[src/rtl/wb_pkg.sv]
// wb_pkg: shared definitions for the writeback arbiter.
//   DATA_W_DEF / ADDR_W_DEF : default register data width and index width
//   NUM_REGS                : architectural register count (width of busy)
//   wb_entry_t              : {register index, data} pair held in the crypto FIFO
package wb_pkg;

  localparam int DATA_W_DEF = 32;
  localparam int ADDR_W_DEF = 5;
  localparam int NUM_REGS   = 32;

  typedef struct packed {
    logic [ADDR_W_DEF-1:0] idx;
    logic [DATA_W_DEF-1:0] data;
  } wb_entry_t;

endpackage

[src/rtl/wb_fifo.sv]
// wb_fifo: synchronous FIFO of writeback entries.
//   clk, rst_n  : clock, asynchronous active-low reset (empties the FIFO)
//   push        : write push_entry at the tail (ignored while full)
//   push_entry  : entry to enqueue
//   pop         : drop the head entry (ignored while empty)
//   head        : current head entry, valid whenever !empty
//   full, empty : occupancy flags
// DEPTH must be a power of two so the pointers wrap by plain overflow.
module wb_fifo
  import wb_pkg::*;
#(
  parameter int  DEPTH   = 4,
  parameter type entry_t = wb_entry_t
) (
  input  logic   clk,
  input  logic   rst_n,
  input  logic   push,
  input  entry_t push_entry,
  input  logic   pop,
  output entry_t head,
  output logic   full,
  output logic   empty
);

  localparam int PTR_W = (DEPTH > 1) ? $clog2(DEPTH) : 1;
  localparam int CNT_W = $clog2(DEPTH + 1);

  entry_t            mem [DEPTH];
  logic [PTR_W-1:0]  wr_ptr_reg;
  logic [PTR_W-1:0]  rd_ptr_reg;
  logic [CNT_W-1:0]  count_reg;
  logic              do_push;
  logic              do_pop;

  assign full    = (count_reg == CNT_W'(DEPTH));
  assign empty   = (count_reg == '0);
  assign do_push = push && !full;
  assign do_pop  = pop && !empty;

  // Head is read asynchronously: the arbiter's output register is the only
  // pipeline stage between a queued entry and the register file.
  assign head = mem[rd_ptr_reg];

  // Storage carries no reset; stale contents are unreachable once the
  // pointers and count are cleared.
  always_ff @(posedge clk) begin
    if (do_push) begin
      mem[wr_ptr_reg] <= push_entry;
    end
  end

  always_ff @(posedge clk or negedge rst_n) begin
    if (!rst_n) begin
      wr_ptr_reg <= '0;
      rd_ptr_reg <= '0;
      count_reg  <= '0;
    end else begin
      if (do_push) begin
        wr_ptr_reg <= wr_ptr_reg + PTR_W'(1);
      end
      if (do_pop) begin
        rd_ptr_reg <= rd_ptr_reg + PTR_W'(1);
      end
      case ({do_push, do_pop})
        2'b10:   count_reg <= count_reg + CNT_W'(1);
        2'b01:   count_reg <= count_reg - CNT_W'(1);
        default: count_reg <= count_reg;
      endcase
    end
  end

endmodule

[src/rtl/wb_arbiter.sv]
// wb_arbiter: writeback stage merging ALU and crypto results into one
// registered register-file write port, with a crypto busy scoreboard.
//   clk, rst_n                         : clock, asynchronous active-low reset
//   alu_valid/alu_reg/alu_data         : single-cycle ALU result
//   alu_ready                          : ALU result accepted (= !fifo full)
//   crypto_valid/crypto_reg/crypto_data: crypto result, queued in a FIFO
//   crypto_ready                       : crypto result accepted (= !fifo full)
//   issue_valid/issue_reg              : crypto op issued, marks reg busy
//   busy                               : one bit per register, outstanding crypto write
//   write_enable/write_reg/write_data  : registered RF write port
// Optional: define WB_FORWARD_EN to add fwd_valid/fwd_reg/fwd_data, copies of
// the write port used by decode to bypass the register file.
module wb_arbiter
  import wb_pkg::*;
#(
  parameter int DATA_W = DATA_W_DEF,
  parameter int ADDR_W = ADDR_W_DEF,
  parameter int DEPTH  = 4
) (
  input  logic                clk,
  input  logic                rst_n,
  input  logic                alu_valid,
  input  logic [ADDR_W-1:0]   alu_reg,
  input  logic [DATA_W-1:0]   alu_data,
  output logic                alu_ready,
  input  logic                crypto_valid,
  input  logic [ADDR_W-1:0]   crypto_reg,
  input  logic [DATA_W-1:0]   crypto_data,
  output logic                crypto_ready,
  input  logic                issue_valid,
  input  logic [ADDR_W-1:0]   issue_reg,
  output logic [NUM_REGS-1:0] busy,
  output logic                write_enable,
  output logic [ADDR_W-1:0]   write_reg,
  output logic [DATA_W-1:0]   write_data
`ifdef WB_FORWARD_EN
  ,
  output logic                fwd_valid,
  output logic [ADDR_W-1:0]   fwd_reg,
  output logic [DATA_W-1:0]   fwd_data
`endif
);

  typedef struct packed {
    logic [ADDR_W-1:0] idx;
    logic [DATA_W-1:0] data;
  } entry_t;

  entry_t              push_entry;
  entry_t              head;
  logic                fifo_full;
  logic                fifo_empty;
  logic                fifo_push;
  logic                fifo_pop;
  logic                alu_write;

  logic                write_enable_reg, write_enable_next;
  logic [ADDR_W-1:0]   write_reg_reg,    write_reg_next;
  logic [DATA_W-1:0]   write_data_reg,   write_data_next;
  logic [NUM_REGS-1:0] busy_reg;
  logic [NUM_REGS-1:0] busy_set;
  logic [NUM_REGS-1:0] busy_clr;

  assign alu_ready    = !fifo_full;
  assign crypto_ready = !fifo_full;

  // Register 0 results are accepted but never written or queued, so they
  // leave the port free for a FIFO pop in the same cycle.
  assign alu_write  = alu_valid && alu_ready && (alu_reg != '0);
  assign fifo_push  = crypto_valid && crypto_ready && (crypto_reg != '0);
  assign push_entry = '{idx: crypto_reg, data: crypto_data};

  // A full FIFO always drains (the ALU is refused then); otherwise the FIFO
  // only gets the port when no ALU write claims it.
  assign fifo_pop = fifo_full || (!alu_write && !fifo_empty);

  wb_fifo #(
    .DEPTH   (DEPTH),
    .entry_t (entry_t)
  ) u_fifo (
    .clk        (clk),
    .rst_n      (rst_n),
    .push       (fifo_push),
    .push_entry (push_entry),
    .pop        (fifo_pop),
    .head       (head),
    .full       (fifo_full),
    .empty      (fifo_empty)
  );

  always_comb begin
    write_enable_next = 1'b0;
    write_reg_next    = write_reg_reg;
    write_data_next   = write_data_reg;
    if (fifo_pop) begin
      write_enable_next = 1'b1;
      write_reg_next    = head.idx;
      write_data_next   = head.data;
    end else if (alu_write) begin
      write_enable_next = 1'b1;
      write_reg_next    = alu_reg;
      write_data_next   = alu_data;
    end
  end

  // Per-register set/clear decode; register 0 is never tracked.
  genvar gi;
  generate
    for (gi = 0; gi < NUM_REGS; gi++) begin : g_sb
      if (gi == 0) begin : g_zero
        assign busy_set[gi] = 1'b0;
        assign busy_clr[gi] = 1'b0;
      end else begin : g_reg
        assign busy_set[gi] = issue_valid && (issue_reg == ADDR_W'(gi));
        assign busy_clr[gi] = fifo_pop && (head.idx == ADDR_W'(gi));
      end
    end
  endgenerate

  always_ff @(posedge clk or negedge rst_n) begin
    if (!rst_n) begin
      write_enable_reg <= 1'b0;
      write_reg_reg    <= '0;
      write_data_reg   <= '0;
      busy_reg         <= '0;
    end else begin
      write_enable_reg <= write_enable_next;
      write_reg_reg    <= write_reg_next;
      write_data_reg   <= write_data_next;
      // Set is applied after clear so a same-cycle issue keeps the bit high.
      busy_reg         <= (busy_reg & ~busy_clr) | busy_set;
    end
  end

  assign write_enable = write_enable_reg;
  assign write_reg    = write_reg_reg;
  assign write_data   = write_data_reg;
  assign busy         = busy_reg;

`ifdef WB_FORWARD_EN
  assign fwd_valid = write_enable_reg;
  assign fwd_reg   = write_reg_reg;
  assign fwd_data  = write_data_reg;
`endif

endmodule

[config.mk]
export PLATFORM = sky130hd
export DESIGN_NAME = wb_arbiter
export DESIGN_NICKNAME = d
export VERILOG_FILES = /design/src/rtl/wb_pkg.sv /design/src/rtl/wb_fifo.sv /design/src/rtl/wb_arbiter.sv
export SDC_FILE = /design/constraint.sdc
export NUM_CORES = 1
export LEC_CHECK = 0
export ABC_AREA = 1
export CAP_MARGIN = 20
export CORE_ASPECT_RATIO = 0.7
export CORE_UTILIZATION = 57
export CTS_CLUSTER_SIZE = 40
export DETAILED_ROUTE_END_ITERATION = 10
export GPL_ROUTABILITY_DRIVEN = 0
export PLACE_DENSITY = 0.83
export SETUP_SLACK_MARGIN = 0.4
export SKIP_LAST_GASP = 1
export SYNTH_ARGS = -nofsm -noshare
export SYNTH_HDL_FRONTEND = slang
export SYNTH_SLANG_ARGS = --single-unit
[constraint.sdc]
create_clock -name clk -period 4.18 [get_ports clk]
set_clock_uncertainty 0.05 [all_clocks]
set_input_delay 0.836 -clock clk [delete_from_list [all_inputs] [get_ports clk]]
set_output_delay 0.836 -clock clk [all_outputs]
set_load 0.05 [all_outputs]
==> results by group, run 1 <==
Setup path
  • Req. time, crit path: 4.48 ns
  • Crit-path max FO: 14
  • Crit path launch type: input port
  • Worst EP arrival: 3.16 ns
  • R2r startpoint: u_fifo.rd_ptr_reg[0]$_DFFE_PN0P_
  • Crit. End Element: flop
  • Worst Reg-to-Reg Cells: 9
  • Crit Path Class: in -> reg
  • RR Endpoint: busy[22]$_DFF_PN0_
  • R2R Setup Slk: 1.54 ns

Placement
  • DP Area: 0.0111 mm²
  • Hpwl dp: 14600 µm
  • Worst slack, placed: 0.887 ns
  • Placed cells: 1231
  • Input/output buffers: 154

Clock tree
  • CTS Hold Buffers Added: 0
  • Clk_lat worst skew: 0.49 ns
  • Max H-tree Level: 1
  • Clock sink total: 224
  • CTS tree: done
  • Clock slew seen by the registers of the worst setup and hold paths: 0.07 ns
  • Post_cts resized: 0
  • CTS root buf: clkbuf_16
  • CTS buffer count: 21
  • Post-CTS setup buffers: 0
  • CTS max path bufs: 3

Timing
  • Slew margin rel.: 0.293
  • Final-report hold violation count: 0
  • Worst-margin pin slew: 1.06 ns
  • Peak Freq: 0.350 GHz
  • Setup tns final: 0 ns
  • Setup ws final: 1.32 ns
  • RSZ-0062 raised after global routing: false
  • Final Max Tran Viols: 0
  • Fin crit share: 0.684
  • Final setup vio count: 0
  • Final min period: 2.86 ns

Logic synthesis
  • Post-synth net total: 981
  • Netlist cell types: 31
  • Synth area leader: edfxtp_1
  • Mux cell area share after synthesis: 0.00120
  • Post-Syn Area: 0.00939 mm²
  • FFs w/ async S/R, synth: 0.339
  • Number of synthesis warnings: 0
  • Main area contributors after synthesis: edfxtp_1 (47%), dfrtp_1 (20%), nand2_1 (11%), nor2_1 (4.2%), nand3_1 (4.1%)
  • Xor/xnor share of the synthesized area: 0.00373
  • Top cells by count, synth: nand2_1 (279), edfxtp_1 (148), nor2_1 (104)
  • Main combinational cell family by area after synthesis: simple AND/OR/NAND/NOR gates
  • Post-synthesis simple-gate area fraction: 0.209
  • Synth Area in Adders: 0.00880
  • Sequential share of the synthesized area: 0.676
  • Syn Inst Count: 891
  • Synth Flop Type: edfxtp_1
  • Yosys top cell area share: 0.474
  • Most frequent cell after synthesis: nand2_1
  • Synth Area in Compound Gates: 0.0605
  • Number of enable flip-flop cells after synthesis: 148
  • FF+latch count, synth: 224
  • Syn_area_per_cell: 10.5 µm²

Cells and area
  • Max reg flops: 148
  • N_diodes: 0
  • Area Growth Syn to Fin: 25.1%
  • Fin nets: 1125
  • Non-filler cells, final: 1269
  • Final core utilization: 0.744
  • Layout cell share with drive strength beyond 1: 0.0648
  • Design area: 0.0117 mm²

Pwr
  • Power Dens Cells: 813 mW/mm²
  • Switching part of the total: 0.435
  • Max IR drop VDD: 0.000460 V
  • Leak Pwr: 0.00462 µW
  • Comb pwr share: 0.449
  • Int Power: 5390 µW
  • Net Sw Power: 4160 µW
  • Sequential power share: 0.357
  • Clock network power share: 0.193

Drt
  • Vias: 7132
  • Initial drt markers: 615
  • DRC violations left: 0
  • Drt via density: 5.62
  • WL final: 23300 µm
  • Pre-antenna DRT Iters: 5
  • Drt wl/cell: 18.4 µm
  • Post-DRT Antenna Nets: 0

Floorplanning
  • Die Wd: 155 µm
  • Initial Utilization: 0.595
  • Die area: 0.0170 mm²
  • Site Rows: 38
  • Die Y: 109 µm
  • IO Count: 156
  • Core area: 0.0158 mm²

GRT
  • Largest net degree at the start of global routing: 77
  • Number of global-route vias before repair: 7036
  • Initial antenna violation count: 0
  • GRT Total Usage: 0.283
  • First-pass GRT wire length: 36500 µm
  • Total congestion overflow: 0

Outcome
  • Outcome: completed

Flow run
  • Max cap viols: 0

Hold path
  • Hold WC Path Type: in -> async
-- critical path, stage by stage --
cell and delay (ns):
clkdlybuf4s50_1 0.49, nor2_1 0.11, nand3b_1 0.16, nand2_4 0.13
nand2_4 0.25, inv_2 0.07, ha_1 0.24, fa_1 0.40
a21oi_1 0.14, o21ai_0 0.16, xor2_1 0.18
-- logic make-up (layout without fill, tap and decap cells) --
group                    count (synthesis)  after routing
AO/OA/AOI/OAI                          103            103
XOR/XNOR                                 4              4
adder cells (fa/ha/maj)                  6              6
buffers and inverters                   74            232
flip-flops                             224            224
multiplexers                             1              1
other                                    1              1
AND/OR/NAND/NOR                        478            478
-- cell usage in the layout (no fill, tap or decap), types with 4 or more instances in the layout --
master,count
clkdlybuf4s50_1,153
clkbuf_1,6
nand2_1,279
inv_1,26
edfxtp_1,148
o21ai_1,4
nand2_2,8
clkinv_2,4
buf_4,11
o21ai_0,63
ha_1,5
clkbuf_16,22
o211ai_1,6
nor2_4,6
o22ai_1,27
dfrtp_1,75
nand3_1,77
nor2_1,100
-- final cells by class --
cell class,count,area (µm²)
fill,1055,4040
tap,220,275
clock inverter,7,61.3
clock buffer,30,601
sequential,224,6350
multi-input combinational,593,2690
inverter,29,109
timing repair buffer,166,1660
-- layer usage --
layer / routed length (µm) / up-vias / GRT usage
li1: - / 3296 / -
met1: 10200 / 3465 / 0.404
met2: 10700 / 334 / 0.454
met3: 2030 / 37 / 0.0564
met4: 400 / 0 / 0.0700
met5: 0 / - / 0
-- power groups by stage --
stage / combinational [µW] / clock (µW) / sequential [µW]
detailed placement: 4250 / 0 / 3440
global placement: 4160 / 0 / 3430
CTS: 4280 / 1860 / 3410
floorplan: 1810 / 0 / 4500
finish: 4290 / 1850 / 3410
global route: 4620 / 1950 / 3470
-- through the flow --
stage	hold slack [ns]	total power [µW]
floorplan	0.470	6310
global placement	0.402	7590
detailed placement	0.409	7700
CTS	0.424	9550
global route	0.229	10100
finish	0.210	9550
-- worst max-delay path by stage --
stage                                           end  slack (ns)  cells past startpoint                             from
floorplan                u_fifo.mem[0][0]$_DFFE_PP_        0.90                      4  u_fifo.count_reg[0]$_DFFE_PN0P_
CTS                                       alu_ready        1.31                      3  u_fifo.count_reg[0]$_DFFE_PN0P_
global route                           crypto_ready        1.22                      3  u_fifo.count_reg[0]$_DFFE_PN0P_
global placement    u_fifo.count_reg[1]$_DFFE_PN0P_        0.97                      9                       alu_reg[2]
finish              u_fifo.count_reg[2]$_DFFE_PN0P_        1.32                     11                       alu_reg[2]
detailed placement  u_fifo.count_reg[2]$_DFFE_PN0P_        0.89                     11                       alu_reg[2]
Note: power is estimated with default switching activity, not from simulation.
==> run 2, diff against run 1 <==
--- a/config.mk
+++ b/config.mk
@@ -8,11 +8,11 @@
 export ABC_AREA = 1
 export CAP_MARGIN = 20
 export CORE_ASPECT_RATIO = 0.7
-export CORE_UTILIZATION = 57
+export CORE_UTILIZATION = 53
 export CTS_CLUSTER_SIZE = 40
 export DETAILED_ROUTE_END_ITERATION = 10
 export GPL_ROUTABILITY_DRIVEN = 0
-export PLACE_DENSITY = 0.83
+export PLACE_DENSITY = 0.78
 export SETUP_SLACK_MARGIN = 0.4
 export SKIP_LAST_GASP = 1
 export SYNTH_ARGS = -nofsm -noshare
==> constraint.sdc (replaced) <==
create_clock -name clk -period 2.8 [get_ports clk]
set_clock_uncertainty 0.05 [all_clocks]
set_input_delay 0.56 -clock clk [delete_from_list [all_inputs] [get_ports clk]]
set_output_delay 0.56 -clock clk [all_outputs]
set_load 0.05 [all_outputs]
==> run 2 against run 1 <==
Net effect: die area grew 7.4%; critical path type is now reg -> out; clock power is 68% higher; combinational power rose by 53%; global-route usage down 1.9 points; via count fell by 0.32%; flip-flop and latch count did not move; design area up 2.2%; wire length is 0.44% lower; utilization fell by 4.7 points; critical path depth is 10 lower; final cell count is 2.2% higher; total power rose by 54%.
==> results by group, run 2 (synthesis results as in run 1) <==
Outcome
  • Outcome: completed

Setup path
  • Crit. End Element: output port
  • Crit path max-delay family: buffers and inverters
  • Buf/Inv on CP: 1
  • Crit path launch type: flop
  • Worst EP arrival: 1.78 ns
  • Crit-path max FO: 2
  • Critical Path, Cell by Cell: clkdlybuf4s50_1
  • Critical-path top delay cell: clkdlybuf4s50_1
  • Crit Path Class: reg -> out
  • CP peak stage delay: 0.84 ns
  • Req. time, crit path: 2.19 ns

Drt
  • Pre-antenna DRT Iters: 5
  • Vias: 7109
  • Drt via density: 5.48
  • WL final: 23200 µm
  • DRC violations left: 0
  • Initial drt markers: 719
  • Post-DRT Antenna Nets: 0
  • Drt wl/cell: 17.9 µm

Floorplanning
  • IO Count: 156
  • Core area: 0.0172 mm²
  • Site Rows: 40
  • Die Wd: 161 µm
  • Initial Utilization: 0.545
  • Die Y: 113 µm
  • Die area: 0.0183 mm²

Clock tree
  • Max H-tree Level: 1
  • CTS tree: done
  • CTS root buf: clkbuf_16
  • CTS buffer count: 22
  • CTS max path bufs: 3
  • CTS Hold Buffers Added: 0
  • Clk_lat worst skew: 0.51 ns
  • Clock sink total: 224
  • Clock slew seen by the registers of the worst setup and hold paths: 0.06 ns

Timing
  • Slew margin rel.: 0.448
  • Final setup vio count: 0
  • Final Max Tran Viols: 0
  • Peak Freq: 0.418 GHz
  • Fin crit share: 0.855
  • Worst-margin pin slew: 0.826 ns
  • RSZ-0062 raised after global routing: false
  • Final min period: 2.39 ns
  • Final-report hold violation count: 0

Cells and area
  • Area Growth Syn to Fin: 27.9%
  • Final core utilization: 0.697
  • Most common cell after layout, fill and taps aside: nand2_1
  • Most frequent cells in the layout: nand2_1 (279), clkdlybuf4s50_1 (151), edfxtp_1 (148)
  • Max reg flops: 148
  • Layout cell share with drive strength beyond 1: 0.0798
  • Fin nets: 1139

Placement
  • Hpwl dp: 15100 µm
  • Input/output buffers: 154

Pwr
  • Leak Pwr: 0.00474 µW
  • Power Dens Cells: 1230 mW/mm²
  • Max IR drop VDD: 0.000735 V
  • Power, Total: 14700 µW

GRT
  • Initial antenna violation count: 1
  • Number of global-route vias before repair: 7032
  • GRT Total Usage: 0.264
  • Largest net degree at the start of global routing: 64
  • Total congestion overflow: 0
  • First-pass GRT wire length: 37300 µm

Hold path
  • Hold WC Path Type: in -> async

Flow run
  • Max cap viols: 0
==> run 2: stage by stage <==
stage	cell area [µm²]	hold WS, ns	setup slack, ns	instances	setup TNS, ns
2_1_floorplan	9400	0.214	0.0713	891	0
3_3_place_gp	11200	0.405	-0.0333	1256	-0.0333
3_5_place_dp	11200	0.408	-0.0409	1256	-0.0409
4_1_cts	12000	0.0189	0.411	1296	0
5_1_grt	12000	0.0543	0.404	1297	0
6_report	12000	0.00716	0.405	1297	0
==> run 2: report_power, final <==
group	switching [µW]	leakage [µW]	total (µW)	internal, µW
combinational	4550	0.00211	6560	2000
clock	1220	0.000373	3100	1880
sequential	500	0.00226	5060	4560
total	6270	0.00474	14700	8440
==> run 2: path summary, 6_finish.rpt <==
kind	start	endpoint	slack (ns)	cells after the start
min in group clk	busy[3]$_DFF_PN0_	busy[3]$_DFF_PN0_	0.42	2
max in group asynchronous	rst_n	busy[20]$_DFF_PN0_	2.08	2
min reg2reg	busy[3]$_DFF_PN0_	busy[3]$_DFF_PN0_	0.42	2
max reg2reg	u_fifo.count_reg[0]$_DFFE_PN0P_	u_fifo.mem[0][13]$_DFFE_PP_	0.65	7
min	rst_n	u_fifo.wr_ptr_reg[1]$_DFFE_PN0P_	0.007	1
max	write_reg[1]$_DFFE_PN0P_	write_reg[1]	0.41	1
==> run 2: what timing repair did <==
item,CTS,global route
resized for setup,2,1
endpoints found under the setup margin,2,1
buffers inserted,0,0
==> run 2: cell type report <==
class	count	area (µm²)
Tap cell	231	289
Clock inverter	10	165
Antenna cell	1	2.50
Inverter	29	109
Sequential cell	224	6350
Clock buffer	30	601
Timing Repair Buffer	179	1800
Multi-Input combinational cell	593	2690
Fill cell	1269	5210
==> run 2: metal layers <==
layer / vias to the layer above / routed length (µm) / GRT usage
met3: 38 / 2380 / 0.0568
li1: 3329 / - / -
met2: 344 / 10400 / 0.402
met5: - / 0 / 0
met4: 0 / 393 / 0.0730
met1: 3398 / 10000 / 0.386
==> run 3, diff against run 2 <==
--- a/config.mk
+++ b/config.mk
@@ -6,7 +6,6 @@
 export NUM_CORES = 1
 export LEC_CHECK = 0
 export ABC_AREA = 1
-export CAP_MARGIN = 20
 export CORE_ASPECT_RATIO = 0.7
 export CORE_UTILIZATION = 53
 export CTS_CLUSTER_SIZE = 40
==> results of run 3 <==
Final layout, timing and power as in run 2 (identical DEF).
